<file path="config.mk">
export PLATFORM = sky130hd
export DESIGN_NAME = ras_predictor
export DESIGN_NICKNAME = d
export VERILOG_FILES = /design/src/rtl/ras_predictor.sv
export SDC_FILE = /design/constraint.sdc
export NUM_CORES = 1
export LEC_CHECK = 0
export ABC_AREA = 1
export CELL_PAD_IN_SITES_DETAIL_PLACEMENT = 0
export CELL_PAD_IN_SITES_GLOBAL_PLACEMENT = 1
export CORE_MARGIN = 2
export CORE_UTILIZATION = 52
export CTS_BUF_LIST = sky130_fd_sc_hd__clkbuf_16
export CTS_CLUSTER_DIAMETER = 50
export DETAILED_ROUTE_END_ITERATION = 10
export DONT_BUFFER_PORTS = 1
export GPL_TIMING_DRIVEN = 0
export PLACE_DENSITY_LB_ADDON = 0.1
export RECOVER_POWER = 50
export SYNTH_ARGS = -nofsm -noshare
export SYNTH_HDL_FRONTEND = slang
export SYNTH_SLANG_ARGS = --single-unit
</file>
<file path="constraint.sdc">
create_clock -name clk -period 6.5 [get_ports clk]
set_input_delay 0.325 -clock clk [delete_from_list [all_inputs] [get_ports clk]]
set_output_delay 0.325 -clock clk [all_outputs]
set_load 0.1 [all_outputs]
</file>
<file path="src/rtl/ras_predictor.sv">
// rtl/ras_predictor.sv - parametrised return address stack with checkpoint/restore FIFO
//
// Calls push their return address and returns pop the top entry. Each
// in-flight predicted branch can save a snapshot of the stack state; the
// oldest snapshot is released on correct resolution or restored on
// misprediction.
//
// Optional feature macro: RAS_COUNTER_EN
//   Adds a per-entry recursion counter. Repeated pushes of the address already
//   on top bump the counter instead of allocating a new entry. Pops then
//   decrement the counter before they pop the entry. Snapshots also save the
//   counter. When the macro is undefined, no counter storage exists and every
//   push allocates a new entry.
//
// Ports:
//   clk          clock
//   resetn       asynchronous active-low reset
//   stall        pipeline stall; blocks push, pop and ckpt_alloc
//   push_valid   call predicted this cycle; push_addr is its return address
//   push_addr    return address (pc+8)
//   pop_valid    return predicted this cycle
//   ckpt_alloc   snapshot stack state for a new predicted branch
//   ckpt_commit  oldest branch resolved correctly; drop oldest snapshot
//   recover      oldest branch mispredicted; restore oldest snapshot
//   top_valid    stack non-empty
//   top_addr     address at top of stack (0 when empty)
//   ckpt_full    checkpoint FIFO full
//   ckpt_empty   checkpoint FIFO empty

module ras_predictor #(
    parameter int DEPTH      = 8,
    parameter int ADDR_W     = 32,
    parameter int CNT_W      = 6,
    parameter int CKPT_DEPTH = 4
) (
    input  logic              clk,
    input  logic              resetn,
    input  logic              stall,
    input  logic              push_valid,
    input  logic [ADDR_W-1:0] push_addr,
    input  logic              pop_valid,
    input  logic              ckpt_alloc,
    input  logic              ckpt_commit,
    input  logic              recover,
    output logic              top_valid,
    output logic [ADDR_W-1:0] top_addr,
    output logic              ckpt_full,
    output logic              ckpt_empty
);

    localparam int PTR_W = $clog2(DEPTH);
    localparam int OCC_W = $clog2(DEPTH + 1);
    localparam int CP_W  = (CKPT_DEPTH > 1) ? $clog2(CKPT_DEPTH) : 1;
    localparam int CC_W  = $clog2(CKPT_DEPTH + 1);

    // Stack state
    logic [PTR_W-1:0]  ptr, ptr_n;
    logic [OCC_W-1:0]  occ, occ_n;
    logic [ADDR_W-1:0] ent_addr [DEPTH];

    // Single write port into the entry array
    logic              we;
    logic [PTR_W-1:0]  wa;
    logic [ADDR_W-1:0] wd_addr;

    // Checkpoint FIFO
    logic [PTR_W-1:0]  ck_ptr  [CKPT_DEPTH];
    logic [OCC_W-1:0]  ck_occ  [CKPT_DEPTH];
    logic [ADDR_W-1:0] ck_addr [CKPT_DEPTH];
    logic [CP_W-1:0]   rd_ptr, wr_ptr;
    logic [CC_W-1:0]   f_cnt;
    logic              f_clear, do_alloc, do_commit;

`ifdef RAS_COUNTER_EN
    logic [CNT_W-1:0]  ent_cnt [DEPTH];
    logic [CNT_W-1:0]  ck_cnt  [CKPT_DEPTH];
    logic [CNT_W-1:0]  wd_cnt;
    logic [CNT_W-1:0]  top_cnt;
    assign top_cnt = ent_cnt[ptr];
`endif

    // The FIFO depth need not be a power-of-two-aligned pointer width, so wrap explicitly
    function automatic logic [CP_W-1:0] cp_inc(input logic [CP_W-1:0] p);
        if (p == CP_W'(CKPT_DEPTH - 1)) return '0;
        else                            return p + 1'b1;
    endfunction

    assign top_valid  = (occ != '0);
    assign top_addr   = top_valid ? ent_addr[ptr] : '0;
    assign ckpt_full  = (f_cnt == CC_W'(CKPT_DEPTH));
    assign ckpt_empty = (f_cnt == '0);

    always_comb begin
        ptr_n     = ptr;
        occ_n     = occ;
        we        = 1'b0;
        wa        = ptr;
        wd_addr   = push_addr;
`ifdef RAS_COUNTER_EN
        wd_cnt    = '0;
`endif
        f_clear   = 1'b0;
        do_alloc  = 1'b0;
        do_commit = 1'b0;

        if (recover) begin
            // Recovery overrides stall and every other request this cycle
            f_clear = 1'b1;
            if (!ckpt_empty) begin
                ptr_n   = ck_ptr[rd_ptr];
                occ_n   = ck_occ[rd_ptr];
                we      = 1'b1;
                wa      = ck_ptr[rd_ptr];
                wd_addr = ck_addr[rd_ptr];
`ifdef RAS_COUNTER_EN
                wd_cnt  = ck_cnt[rd_ptr];
`endif
            end
        end else begin
            // Branch resolution is independent of the fetch stall
            do_commit = ckpt_commit && !ckpt_empty;
            if (!stall) begin
                // A same-cycle commit frees the oldest slot before the alloc lands
                do_alloc = ckpt_alloc && (!ckpt_full || do_commit);
                if (push_valid && pop_valid && top_valid) begin
                    // Return followed by call: replace top in place
                    we = 1'b1;
                    wa = ptr;
                end else if (push_valid) begin
`ifdef RAS_COUNTER_EN
                    if (top_valid && push_addr == ent_addr[ptr] && !(&top_cnt)) begin
                        we      = 1'b1;
                        wa      = ptr;
                        wd_addr = ent_addr[ptr];
                        wd_cnt  = top_cnt + 1'b1;
                    end else
`endif
                    begin
                        // Circular: on overflow the oldest entry is overwritten
                        ptr_n = ptr + 1'b1;
                        wa    = ptr + 1'b1;
                        we    = 1'b1;
                        if (occ != OCC_W'(DEPTH)) occ_n = occ + 1'b1;
                    end
                end else if (pop_valid && top_valid) begin
`ifdef RAS_COUNTER_EN
                    if (top_cnt != '0) begin
                        we      = 1'b1;
                        wa      = ptr;
                        wd_addr = ent_addr[ptr];
                        wd_cnt  = top_cnt - 1'b1;
                    end else
`endif
                    begin
                        ptr_n = ptr - 1'b1;
                        occ_n = occ - 1'b1;
                    end
                end
            end
        end
    end

    always_ff @(posedge clk or negedge resetn) begin
        if (!resetn) begin
            ptr <= '0;
            occ <= '0;
            for (int i = 0; i < DEPTH; i++) begin
                ent_addr[i] <= '0;
`ifdef RAS_COUNTER_EN
                ent_cnt[i]  <= '0;
`endif
            end
        end else begin
            ptr <= ptr_n;
            occ <= occ_n;
            if (we) begin
                ent_addr[wa] <= wd_addr;
`ifdef RAS_COUNTER_EN
                ent_cnt[wa]  <= wd_cnt;
`endif
            end
        end
    end

    always_ff @(posedge clk or negedge resetn) begin
        if (!resetn) begin
            rd_ptr <= '0;
            wr_ptr <= '0;
            f_cnt  <= '0;
        end else if (f_clear) begin
            rd_ptr <= '0;
            wr_ptr <= '0;
            f_cnt  <= '0;
        end else begin
            if (do_alloc)  wr_ptr <= cp_inc(wr_ptr);
            if (do_commit) rd_ptr <= cp_inc(rd_ptr);
            case ({do_alloc, do_commit})
                2'b10:   f_cnt <= f_cnt + 1'b1;
                2'b01:   f_cnt <= f_cnt - 1'b1;
                default: f_cnt <= f_cnt;
            endcase
        end
    end

    // Snapshot payload is only read while the FIFO is non-empty, so it needs no reset.
    // It captures the state before this cycle's push/pop.
    always_ff @(posedge clk) begin
        if (do_alloc) begin
            ck_ptr[wr_ptr]  <= ptr;
            ck_occ[wr_ptr]  <= occ;
            ck_addr[wr_ptr] <= ent_addr[ptr];
`ifdef RAS_COUNTER_EN
            ck_cnt[wr_ptr]  <= top_cnt;
`endif
        end
    end

endmodule

</file>
==> summary by stage, run 1 <==
Cells and area
In the layout the commonest cells are sky130_fd_sc_hd__nand2_1, sky130_fd_sc_hd__dfrtp_1, sky130_fd_sc_hd__nand3_1. The proportion of layout cells with a drive suffix above 1 is 0.0955. The net count of the finished layout is 2348.

Relative to the synthesized area, the layout overhead comes to 11.9%. The library cell used most frequently in the layout, excluding fill and tap cells, is sky130_fd_sc_hd__nand2_1.

Route
The count of nets left with antenna violations after detail routing is 0. In the final routed layout, each cell accounts on average for 21.6 um. Before antenna repair, the detailed router went through 7 iterations. Across all layers, the routed design uses roughly 16000 vias. The number of violations reported at the end of detailed-routing iteration 0 is between 1500 and 2000.

The post-route DRC violation count is 0. After detailed routing, the number of vias per cell comes to about 5.7. Wires add up to between 60 and 70 mm.

Floorplanning
The floorplan has slightly above 70 rows. The horizontal die dimension is about 200 um. The number of ports placed on the die boundary is 75. The core box area is 37500 sq um.

The die covers about 40000 sq um. In this run the vertical extent of the chip is 199 um. The initial utilization of the core area, before any placement, comes to 0.526.

STA
Adding up every negative setup slack in the final design gives 0 ns. Setup violations remaining at the end of the flow were counted as 0. For the pin with the worst max-slew slack, the measured transition is 1.92 ns. Timing would allow up to approximately 0.22 GHz. In this run the tightest slew margin relative to its limit is -0.282. The final number of hold-violating endpoints was 270. Setup repair after global routing left no endpoint under its margin. The count of pins over their slew limit is 168. The worst hold slack is -0.555 ns. After layout, the minimum clock period comes to roughly 4.6 ns.

Across the routed clock network, the largest skew measured is 0.0203 ns. The final clock period utilization by the worst path is 0.714.

Clock tree
The buffer count from post-CTS setup fixing is 0. The CTS tree is built. The hold buffer count at CTS is 2.

The post-CTS clock slew at the launch and capture registers of the worst setup and hold paths is ~0.06 ns. In this run, post-CTS repair resized a total of 0 instances. Counting every sink on the clock net gives approximately 430.

The clock tree buffer depth is 3. The tree is rooted in a sky130_fd_sc_hd__clkbuf_16. The insertion delay of the later-clocked pin in the worst-skew pair is 0.59 ns. The total clock buffers created by CTS is 48. The level count of the clock H-tree is 2.

Critical path
The critical path is of the flip-flop to output pin type. The signal on the critical path passes through inv_1 > clkbuf_1 > clkbuf_1 > o21ai_0 > o22ai_1 > nand2_1 > a21oi_2. The library cell appearing most often on the critical path is sky130_fd_sc_hd__clkbuf_1. The launching element type of the critical path is a flip-flop.

The worst-path maximum fanout is 10. Among all stages on the critical path, the largest delay is contributed by sky130_fd_sc_hd__a21oi_2. The data arrival time of the critical path is between 4 and 5 ns. The required time at the worst-slack endpoint is a little over 6 ns. The endpoint type of the worst setup path is an output pin. For this run, the slowest stage of the critical path takes roughly 0.99 ns.

Worst hold path
In this run the worst hold path is classified as input port to async pin.

Placement
The post-detailed-placement half-perimeter wirelength is ~43 mm. The global placement routability congestion is between 0.9 and 1. The number of buffer cells added on primary ports is 0.

Logic synthesis
When the netlist entered floorplanning its net count stood at between 2000 and 2500. Averaged over all synthesized cells, the footprint is 8.80 sq um. In this run the cell area of the synthesized design comes to 19700 sq um. The fraction of the mapped netlist area in compound gates is 0.0971. The netlist uses 34 different library cells. The warning count from the yosys run is 0.

Measured against the total synthesized area, the mux share comes to 0.0163. Synthesis handed over a netlist of approximately 2200 instances. The area fraction in and, or, nand and nor cells after synthesis is 0.244. After synthesis, the largest family of logic cells by area is simple AND/OR/NAND/NOR gates. For this run, the register share of the synthesized area comes to 0.581. Of the total synthesized cell area, the portion taken by XOR and XNOR cells is 0.00311.

Of the total synthesized cell area, the portion taken by full adders, half adders and majority gates is 0.00775. The number of synthesized register bits is between 400 and 500.

Run status
The checks that failed: negative hold slack, max-capacitance violations, max-slew violations. The run finished, with violations left.

Global routing
The global-route wire length before repair is about 94 mm. The initial antenna violation count is 4. The total track usage is 0.321. The via count of the first global-routing pass came to approximately 16000. Entering global routing, the biggest net connects 271 pins. The global-route congestion overflow total is 0.

Job
The max-capacitance violation count is 8.
[cell type report]
type | instances | area [sq um]
flip-flops and latches | 426 | 11400
inverters | 72 | 278
clock inverters | 39 | 304
multi-input cells | 1589 | 7370
fillers | 3449 | 15400
well taps | 511 | 639
repair buffers | 7 | 38.8
plain buffers | 153 | 734
diodes | 2 | 5.00
clock buffers | 50 | 1250
[stage by stage]
step / hold slack (ns) / setup slack (ns) / area (sq um) / cells / util
2_1_floorplan: 0.0294 / 3.01 / 19700 / 2240 / -
6_report: -0.555 / 1.86 / 22100 / 2849 / 0.588
5_1_grt: -0.576 / 1.76 / 22100 / 2847 / 0.588
3_5_place_dp: 0.0404 / 2.59 / 20600 / 2756 / 0.549
4_1_cts: -0.579 / 1.96 / 22200 / 2847 / 0.591
3_3_place_gp: 0.0408 / 1.93 / 20300 / 2751 / 0.543
[synth_stat cells]
cell | number | share of area
sky130_fd_sc_hd__buf_1 | 4 | 0.00076
sky130_fd_sc_hd__nand2_2 | 8 | 0.0025
sky130_fd_sc_hd__a31oi_1 | 2 | 0.00063
sky130_fd_sc_hd__nand3_2 | 1 | 0.00051
sky130_fd_sc_hd__nor2_2 | 4 | 0.0013
sky130_fd_sc_hd__xor2_1 | 3 | 0.0013
sky130_fd_sc_hd__ha_1 | 9 | 0.0057
sky130_fd_sc_hd__dfrtp_1 | 270 | 0.34
sky130_fd_sc_hd__nand4_1 | 3 | 0.00095
sky130_fd_sc_hd__a21oi_1 | 38 | 0.0097
sky130_fd_sc_hd__buf_2 | 41 | 0.010
sky130_fd_sc_hd__nand2_4 | 1 | 0.00057
sky130_fd_sc_hd__inv_1 | 38 | 0.0072
sky130_fd_sc_hd__clkbuf_1 | 79 | 0.015
sky130_fd_sc_hd__nor2_1 | 213 | 0.041
sky130_fd_sc_hd__o211ai_1 | 1 | 0.00038
sky130_fd_sc_hd__nand3b_1 | 1 | 0.00038
sky130_fd_sc_hd__edfxtp_1 | 156 | 0.24
sky130_fd_sc_hd__nor2_4 | 3 | 0.0017
sky130_fd_sc_hd__o21ai_1 | 6 | 0.0015
sky130_fd_sc_hd__buf_4 | 28 | 0.011
sky130_fd_sc_hd__nand3_1 | 218 | 0.055
sky130_fd_sc_hd__inv_4 | 3 | 0.00095
sky130_fd_sc_hd__a22o_1 | 1 | 0.00044
sky130_fd_sc_hd__xnor2_1 | 4 | 0.0018
sky130_fd_sc_hd__fa_1 | 2 | 0.0020
sky130_fd_sc_hd__o21ai_0 | 205 | 0.052
sky130_fd_sc_hd__mux2i_1 | 32 | 0.016
sky130_fd_sc_hd__inv_2 | 31 | 0.0059
sky130_fd_sc_hd__a21oi_2 | 3 | 0.0013
sky130_fd_sc_hd__nand2_1 | 732 | 0.14
sky130_fd_sc_hd__nor3_1 | 1 | 0.00025
sky130_fd_sc_hd__o22ai_1 | 98 | 0.031
sky130_fd_sc_hd__buf_6 | 1 | 0.00057
[state kept, by name, summed over array words and instances, names as in the netlist]
| register | count |
|---|---|
| rd_ptr | 2 |
| ent_addr | 256 |
| ck_ptr | 12 |
| ptr | 3 |
| f_cnt | 3 |
| wr_ptr | 2 |
| ck_addr | 128 |
| ck_occ | 16 |
| occ | 4 |
[critical path: cells and delay by family, from the launching register on]
| family | cells | cell delay [ns] |
|---|---|---|
| buf+inv | 3 | 1.47 |
| simple gates | 1 | 0.14 |
| compound gates | 3 | 1.50 |
| flops | 1 | 0.59 |
[kinds of logic (layout without fill, tap and decap cells)]
logic type,after synthesis,in the layout
flip-flops,426,426
adder cells (fa/ha/maj),11,11
other,0,2
XOR/XNOR,7,7
multiplexers,32,32
buffers and inverters,225,321
AO/OA/AOI/OAI,354,354
AND/OR/NAND/NOR,1185,1185
[metal layers]
layer / share of wire / vias up / track usage
met5: 0.00021 / - / 0
met4: 0.021 / 2 / 0.0843
met3: 0.086 / 99 / 0.0563
met2: 0.46 / 669 / 0.508
met1: 0.43 / 7962 / 0.460
li1: - / 7583 / -
[final timing paths]
check,startpoint,endpoint,slack [ns],depth (start not counted)
worst max register to register,f_cnt[0],ck_addr[0][15],2.34,5
worst min register to register,ent_addr[48],ent_addr[48],0.46,2
min in group clk,ckpt_alloc,wr_ptr[1],0.04,3
worst max-delay path,ptr[0],top_addr[31],1.86,7
max in group asynchronous,resetn,ent_addr[74],6.55,0
worst min-delay path,resetn,ent_addr[30],-0.56,0
Power of run 1 is left out: the tool's default activity adds up to more than one toggle a clock period on the data nets, which glitch-free logic cannot reach.
==> inputs of run 2 (changes only) <==
CORE_UTILIZATION = 44   (was 52)
clock period = 4.2 ns   (was 6.5 ns; I/O delays follow)
==> run 2 against run 1 <==
Compared with the run above:
- global-route usage is 3.7 points lower
- non-clock buffer count up 5
- cell area rose by 2.3%
- clock-buffer cell count up 3
- wire length is 5.5% higher
- setup slack worse by 1.8 ns
- the flow still finishes with violations (negative hold slack, max-capacitance violations, max-slew violations)
- die area is 18% higher
==> summary by stage, run 2 (same netlist as run 1, synthesis figures left out) <==
STA
The final number of hold-violating endpoints was 270. Between clock sinks in the finished design, the worst skew comes to approximately 0.019 ns. Setup slack on the critical path of the routed design comes to 0.0859 ns. Static timing analysis puts the maximum clock frequency at 0.243 GHz. The final clock period utilization by the worst path is 0.980. Final hold analysis gives a worst-case slack of -0.677 ns.

The count of pins over their slew limit is about 70. The pin slew with the least headroom to its limit is about 1.9 ns. In this run the tightest slew margin relative to its limit is -0.297. Subtracting the final worst setup slack from the clock period gives just over 4 ns. Setup violations remaining at the end of the flow were counted as 0. Setup repair after global routing left no endpoint under its margin.

Floorplanning
Measured along the x axis, the die boundary spans between 200 and 250 um. For this configuration, the core starts out at a cell density of 0.446. The core box area is 44200 sq um.

The overall die area is 46500 sq um. The vertical die dimension is 216 um. The number of ports placed on the die boundary is 75.

The cell row count is a little under 80.

Clock tree
The clock tree buffer depth is 3. The level count of the clock H-tree is 2. The cell sitting at the root of the clock tree is a sky130_fd_sc_hd__clkbuf_16.

Buffers inserted to repair hold after CTS numbered 7. The total clock buffers created by CTS is 51. The later pin in the worst-skew pair is clocked with a latency of roughly 0.59 ns. The post-CTS clock slew at the launch and capture registers of the worst setup and hold paths is about 0.060 ns. TritonCTS built the clock tree.

The number of sinks on the clock net is around 430.

Critical path
The critical path goes through inv_1 > clkbuf_2 > clkbuf_1 > o21ai_0 > o22ai_1 > nand2_1 > a21oi_4. The worst path buffer plus inverter count is 3. The critical-path cell with the highest stage delay is sky130_fd_sc_hd__clkbuf_1. The critical path class is flip-flop to output pin.

The endpoint type of the worst setup path is an output pin. The data arrival time of the critical path is approximately 3.9 ns. The launching element type of the critical path is a flip-flop.

Of all nets on the critical path, the largest fanout is 10. The startpoint identified for the worst register-to-register timing path is ptr[0]. For the worst setup path, the data required time is roughly 4.0 ns. Tracing the worst setup path back leads to its startpoint at ptr[0].

Grouping stages by cell kind, the critical path spends the most delay in buffers and inverters. The largest single stage delay on the critical path is around 0.66 ns.

Placement
The placed instance count is 2837. The number of buffer cells added on primary ports is 0. At the end of routability-driven placement, the weighted congestion stood at about 0.84. The post-detailed-placement half-perimeter wirelength is between 40 and 50 mm. OpenSTA, run right after detailed placement, puts the worst setup slack at ~0.28 ns.

Route
The first-pass iteration count of the detailed router is 6. The detail route stage leaves a number of antenna-violating nets equal to 0. The number of violations reported at the end of detailed-routing iteration 0 is 1488. The routed design has approximately 65 mm of wire. Across all layers, the routed design uses roughly 16000 vias. The post-route DRC violation count is 0. The mean routed wirelength per cell is about 22 um. The via density per instance is 5.49.

Cells and area
The proportion of layout cells with a drive suffix above 1 is 0.102. The filler cell count in the final layout is roughly 4200. More flip-flops sit in one register than any other, and that register is ent_addr. Once layout is complete, the utilization of the core stands at 0.511. The flip-flop count of the largest register after layout is roughly 260. The area growth from synthesis to layout is 14.6%. The library cell used most frequently in the layout, excluding fill and tap cells, is sky130_fd_sc_hd__nand2_1. In the final layout, the registers with the most flip-flops are ent_addr x256, ck_addr x128, ck_occ x16. The final layout contains ~2400 nets. Summing all multi-input logic gate instances after layout gives 7610 sq um. The count of non-filler cells in the finished layout is slightly below 3000.

The top cell types in the final layout, fill and taps aside, are sky130_fd_sc_hd__nand2_1, sky130_fd_sc_hd__dfrtp_1, sky130_fd_sc_hd__nand3_1. The register cell area after layout is between 10000 and 15000 sq um.

Global routing
The initial antenna violation count is 2. The global-route congestion overflow total is 0. The first global-routing pass estimated 99.9 mm of wire. The total track usage is 0.284. Entering global routing, the biggest net connects roughly 270 pins. The via count of the first global-routing pass came to 15970.

Run status
The run finished, with violations left. The checks that failed: negative hold slack, max-capacitance violations, max-slew violations.

Job
The max-capacitance violation count is 4.

Worst hold path
The worst min-delay path category is input port to async pin.
==> run 2: timing repair <==
| action | CTS | global route |
|---|---|---|
| resized for setup | 16 | 30 |
| buffers inserted | 0 | 0 |
| endpoints found under the hold margin | 304 | 270 |
| pin swaps | 0 | 4 |
| endpoints found under the setup margin | 32 | 35 |
==> run 2: area by class of cell <==
type / instances / area share
inverters: 72 / 0.0123
clock inverters: 41 / 0.0153
plain buffers: 153 / 0.0329
well taps: 592 / 0.0328
flip-flops and latches: 426 / 0.507
diodes: 1 / 0.000111
clock buffers: 53 / 0.0587
repair buffers: 12 / 0.00416
multi-input cells: 1589 / 0.337
==> run 2: stage by stage <==
step,setup TNS [ns],cell area [sq um]
floorplan,0,19700
global placement,-68.47,20400
detailed placement,0,20700
CTS,-2.74,22600
global route,0,22600
finish,0,22600
==> run 2: worst register-to-register path: cells and delay by family (launching register included) <==
family / cells / cell delay, ns
adder cells (fa/ha/maj): 1 / 0.37
buffers and inverters: 5 / 1.78
flip-flops: 1 / 0.58
AND/OR/NAND/NOR: 7 / 1.01
==> run 2: path summary, 6_finish.rpt <==
kind	endpoint	slack (ns)	depth (start not counted)
max	top_addr[30]	0.09	7
min	ent_addr[124]	-0.68	0
max reg2reg	ent_addr[111]	0.36	13
min reg2reg	ent_addr[54]	0.46	2
max in group asynchronous	ent_addr[37]	4.02	0
min in group clk	wr_ptr[1]	0.05	4
==> run 2: routing by layer <==
layer	GRT usage	part of all wire
met4	0.0871	0.030
met2	0.438	0.45
met3	0.0677	0.079
met5	0	0
met1	0.399	0.44
Power of run 2 is left out for the same reason.
==> inputs of run 3 (changes only) <==
REMOVE_ABC_BUFFERS = 1   (was not set)
==> run 3 against run 2 <==
Compared with the run above:
- the flow still finishes with violations (negative hold slack, max-capacitance violations, max-slew violations)
- critical endpoint is now top_addr[22]
- first-iteration DRC count decreased by 22%
- highest routed layer unchanged
- sequential share of layout area about the same
- critical path type unchanged
- largest cell class unchanged
- flip-flop and latch count unchanged
==> summary by stage, run 3 (same netlist as run 1, synthesis figures left out) <==
Critical path
The launching element type of the critical path is a flip-flop. The worst setup path is of the flip-flop to output pin kind. The data arrival time of the critical path is between 3 and 4 ns.

The worst setup path is captured at an output pin. In this run the worst path has a maximum fanout of 68. The required time at the worst-slack endpoint is 3.99 ns.

STA
Measured against its own limit, the worst slew margin works out to -0.601. Of the available clock period, the critical path in the final layout requires 0.945. Final hold analysis gives a worst-case slack of -0.689 ns. The final total negative setup slack is 0 ns. Setup repair after global routing left no endpoint under its margin.

The maximum clock frequency is 0.252 GHz. Setup violations remaining at the end of the flow were counted as 0. Counting I/O delays and the setup requirement, the final critical path takes roughly 4.0 ns.

Clock skew on the completed layout was measured at 0.0124 ns. The final number of hold-violating endpoints is 270. The count of pins over their slew limit is 57. The pin slew with the least headroom to its limit is around 2.4 ns.

Cells and area
The register with the most flip-flops in the layout has roughly 260 of them. In the final layout, the share of cells above drive strength 1 is 0.0920. In the layout the commonest cells are sky130_fd_sc_hd__nand2_1, sky130_fd_sc_hd__dfrtp_1, sky130_fd_sc_hd__nand3_1. The library cell used most frequently in the layout, excluding fill and tap cells, is sky130_fd_sc_hd__nand2_1. The net count reported at finish is ~2300.

The largest registers in the layout are ent_addr x256, ck_addr x128, ck_occ x16. The sequential cells in the finished layout cover a total of approximately 11000 sq um. From synthesis to final layout, the design area changed by 14.6%. The finished layout holds 2843 standard cells, fillers aside.

The antenna diode instance count is 0. The register ranked first by flip-flop count is ent_addr. The final cell area excluding filler cells is approximately 23000 sq um. In the final layout, the multi-input gates occupy 7440 sq um. Counting the fill cells in the layout gives between 4000 and 5000.

Worst hold path
The path class of the tightest hold or removal check is input port to async pin.

Floorplanning
The initial utilization of the core area, before any placement, comes to 0.446. The overall die area is ~46000 sq um. The region available for standard cell placement spans between 40000 and 50000 sq um. The vertical die dimension is around 220 um. After floorplanning, the core was divided into between 70 and 80 placement rows.

75 I/O pins were placed. The horizontal die dimension is 216 um.

Placement
The global placement routability congestion is approximately 0.76. The number of buffer cells added on primary ports is 0. The cell area after placement is slightly above 20000 sq um.

The post-detailed-placement half-perimeter wirelength is 31.9 mm. The placed instance count is between 2000 and 3000.

Power and ir drop
The analysis attributes to cell leakage a power of between 10 and 15 nW. The total power of the final layout is about 22 mW. The maximum VDD drop is 0.515 mV.

In this run the power density over the cells is ~960 nW/um^2.

Clock tree
Buffers inserted to repair hold after CTS numbered 27. In this run, CTS created clock tree buffers numbering 53. The CTS tree is built. The clock tree buffer depth is 3. CTS built an H-tree with a depth of 2. The post-CTS clock slew at the launch and capture registers of the worst setup and hold paths is 0.06 ns. The clock reaches the later pin of the worst-skew pair after ~0.60 ns.

Clock tree synthesis found a total of roughly 430 sinks. The root buffer cell chosen for the clock tree is sky130_fd_sc_hd__clkbuf_16.

Route
The routed wire length is about 60 mm. After detailed routing, the number of remaining DRC violations is 0. Summing over every cut layer, the via total after detailed routing is around 16000.

The mean routed wirelength per cell is 21.5 um. The count of nets left with antenna violations after detail routing is 0. Dividing the detail-routed via count by the number of cells gives about 5.5. The number of violations reported at the end of detailed-routing iteration 0 is 1157. Before antenna repair, the detailed router went through 5 iterations.

Job
The max-capacitance violation count is 3.

Global routing
The total track usage is 0.264. Entering global routing, the biggest net connects between 200 and 300 pins. The via count of the first global-routing pass came to around 15000. The global-route wire length before repair is 93.6 mm. The global-route congestion overflow total is 0. The initial antenna violation count came to 0.

Run status
The final reports fail on negative hold slack, max-capacitance violations, max-slew violations. The run finished, with violations left.
==> run 3: cell types whose count changed in the layout (fill, tap and decap cells not counted), sizes merged <==
cell / previous run / this run
clkinvlp: 8 / 3
clkbuf: 138 / 59
diode: 1 / 0
nor2: 220 / 222
inv: 82 / 90
bufinv: 5 / 4
buf: 73 / 33
dlygate4sd3: 7 / 27
==> run 3: worst paths after layout <==
| check | from | end | slack [ns] | cells after the start |
|---|---|---|---|---|
| worst max register to register | ptr[0] | ent_addr[69] | 0.27 | 12 |
| max in group asynchronous | resetn | ptr[1] | 4.22 | 0 |
| worst min register to register | ent_addr[203] | ent_addr[203] | 0.46 | 2 |
| worst min-delay path | resetn | ent_addr[230] | -0.69 | 0 |
| min in group clk | recover | occ[1] | 0.03 | 5 |
| worst max-delay path | ptr[1] | top_addr[22] | 0.23 | 6 |
==> run 3: timing repair <==
| action | in CTS | in global routing |
|---|---|---|
| endpoints found under the setup margin | 256 | 132 |
| hold endpoints to repair | 428 | 270 |
| cloned | 2 | 0 |
| pin swaps | 3 | 0 |
| gates resized for setup | 7 | 7 |
| setup buffers | 7 | 1 |
==> run 3: worst max-delay path: stages (launching register included) <==
cell	delay (ns)
sky130_fd_sc_hd__dfrtp_4	0.60
sky130_fd_sc_hd__buf_16	0.27
sky130_fd_sc_hd__inv_4	0.70
sky130_fd_sc_hd__o21ai_0	0.20
sky130_fd_sc_hd__o22ai_1	0.17
sky130_fd_sc_hd__nand2_1	0.10
sky130_fd_sc_hd__a21oi_2	1.07
==> run 3: final cells by class <==
cell class / count / share of cell area
Clock buffer: 57 / 0.0631
Clock inverter: 43 / 0.0127
Inverter: 72 / 0.0137
Multi-Input combinational cell: 1591 / 0.329
Sequential cell: 426 / 0.507
Tap cell: 592 / 0.0328
Timing Repair Buffer: 62 / 0.0414
==> run 3: through the flow <==
stage / util / setup slack [ns] / hold slack, ns
floorplan: - / -3.33 / -0.0856
global placement: 0.446 / -11.22 / -0.0653
detailed placement: 0.464 / -0.514 / -0.0635
CTS: 0.512 / -0.0449 / -0.701
global route: 0.511 / 0.0254 / -0.698
finish: 0.511 / 0.230 / -0.689
==> run 3: layer usage <==
| metal | global-route usage | routed length [um] |
|---|---|---|
| met1 | 0.386 | 28200 |
| met2 | 0.409 | 27100 |
| met3 | 0.0451 | 4390 |
| met4 | 0.0676 | 1250 |
| met5 | 0 | 0 |
==> run 3: power by group <==
group          switching [mW]  leakage (nW)  total, mW  internal, mW
Clock                    1.80         0.892       4.42          2.62
Sequential              0.798          4.85       6.77          5.98
Combinational            8.01          4.73       10.5          2.45
Total                    10.6          10.5       21.7          11.0
Note: power is estimated with default switching activity, not from simulation.
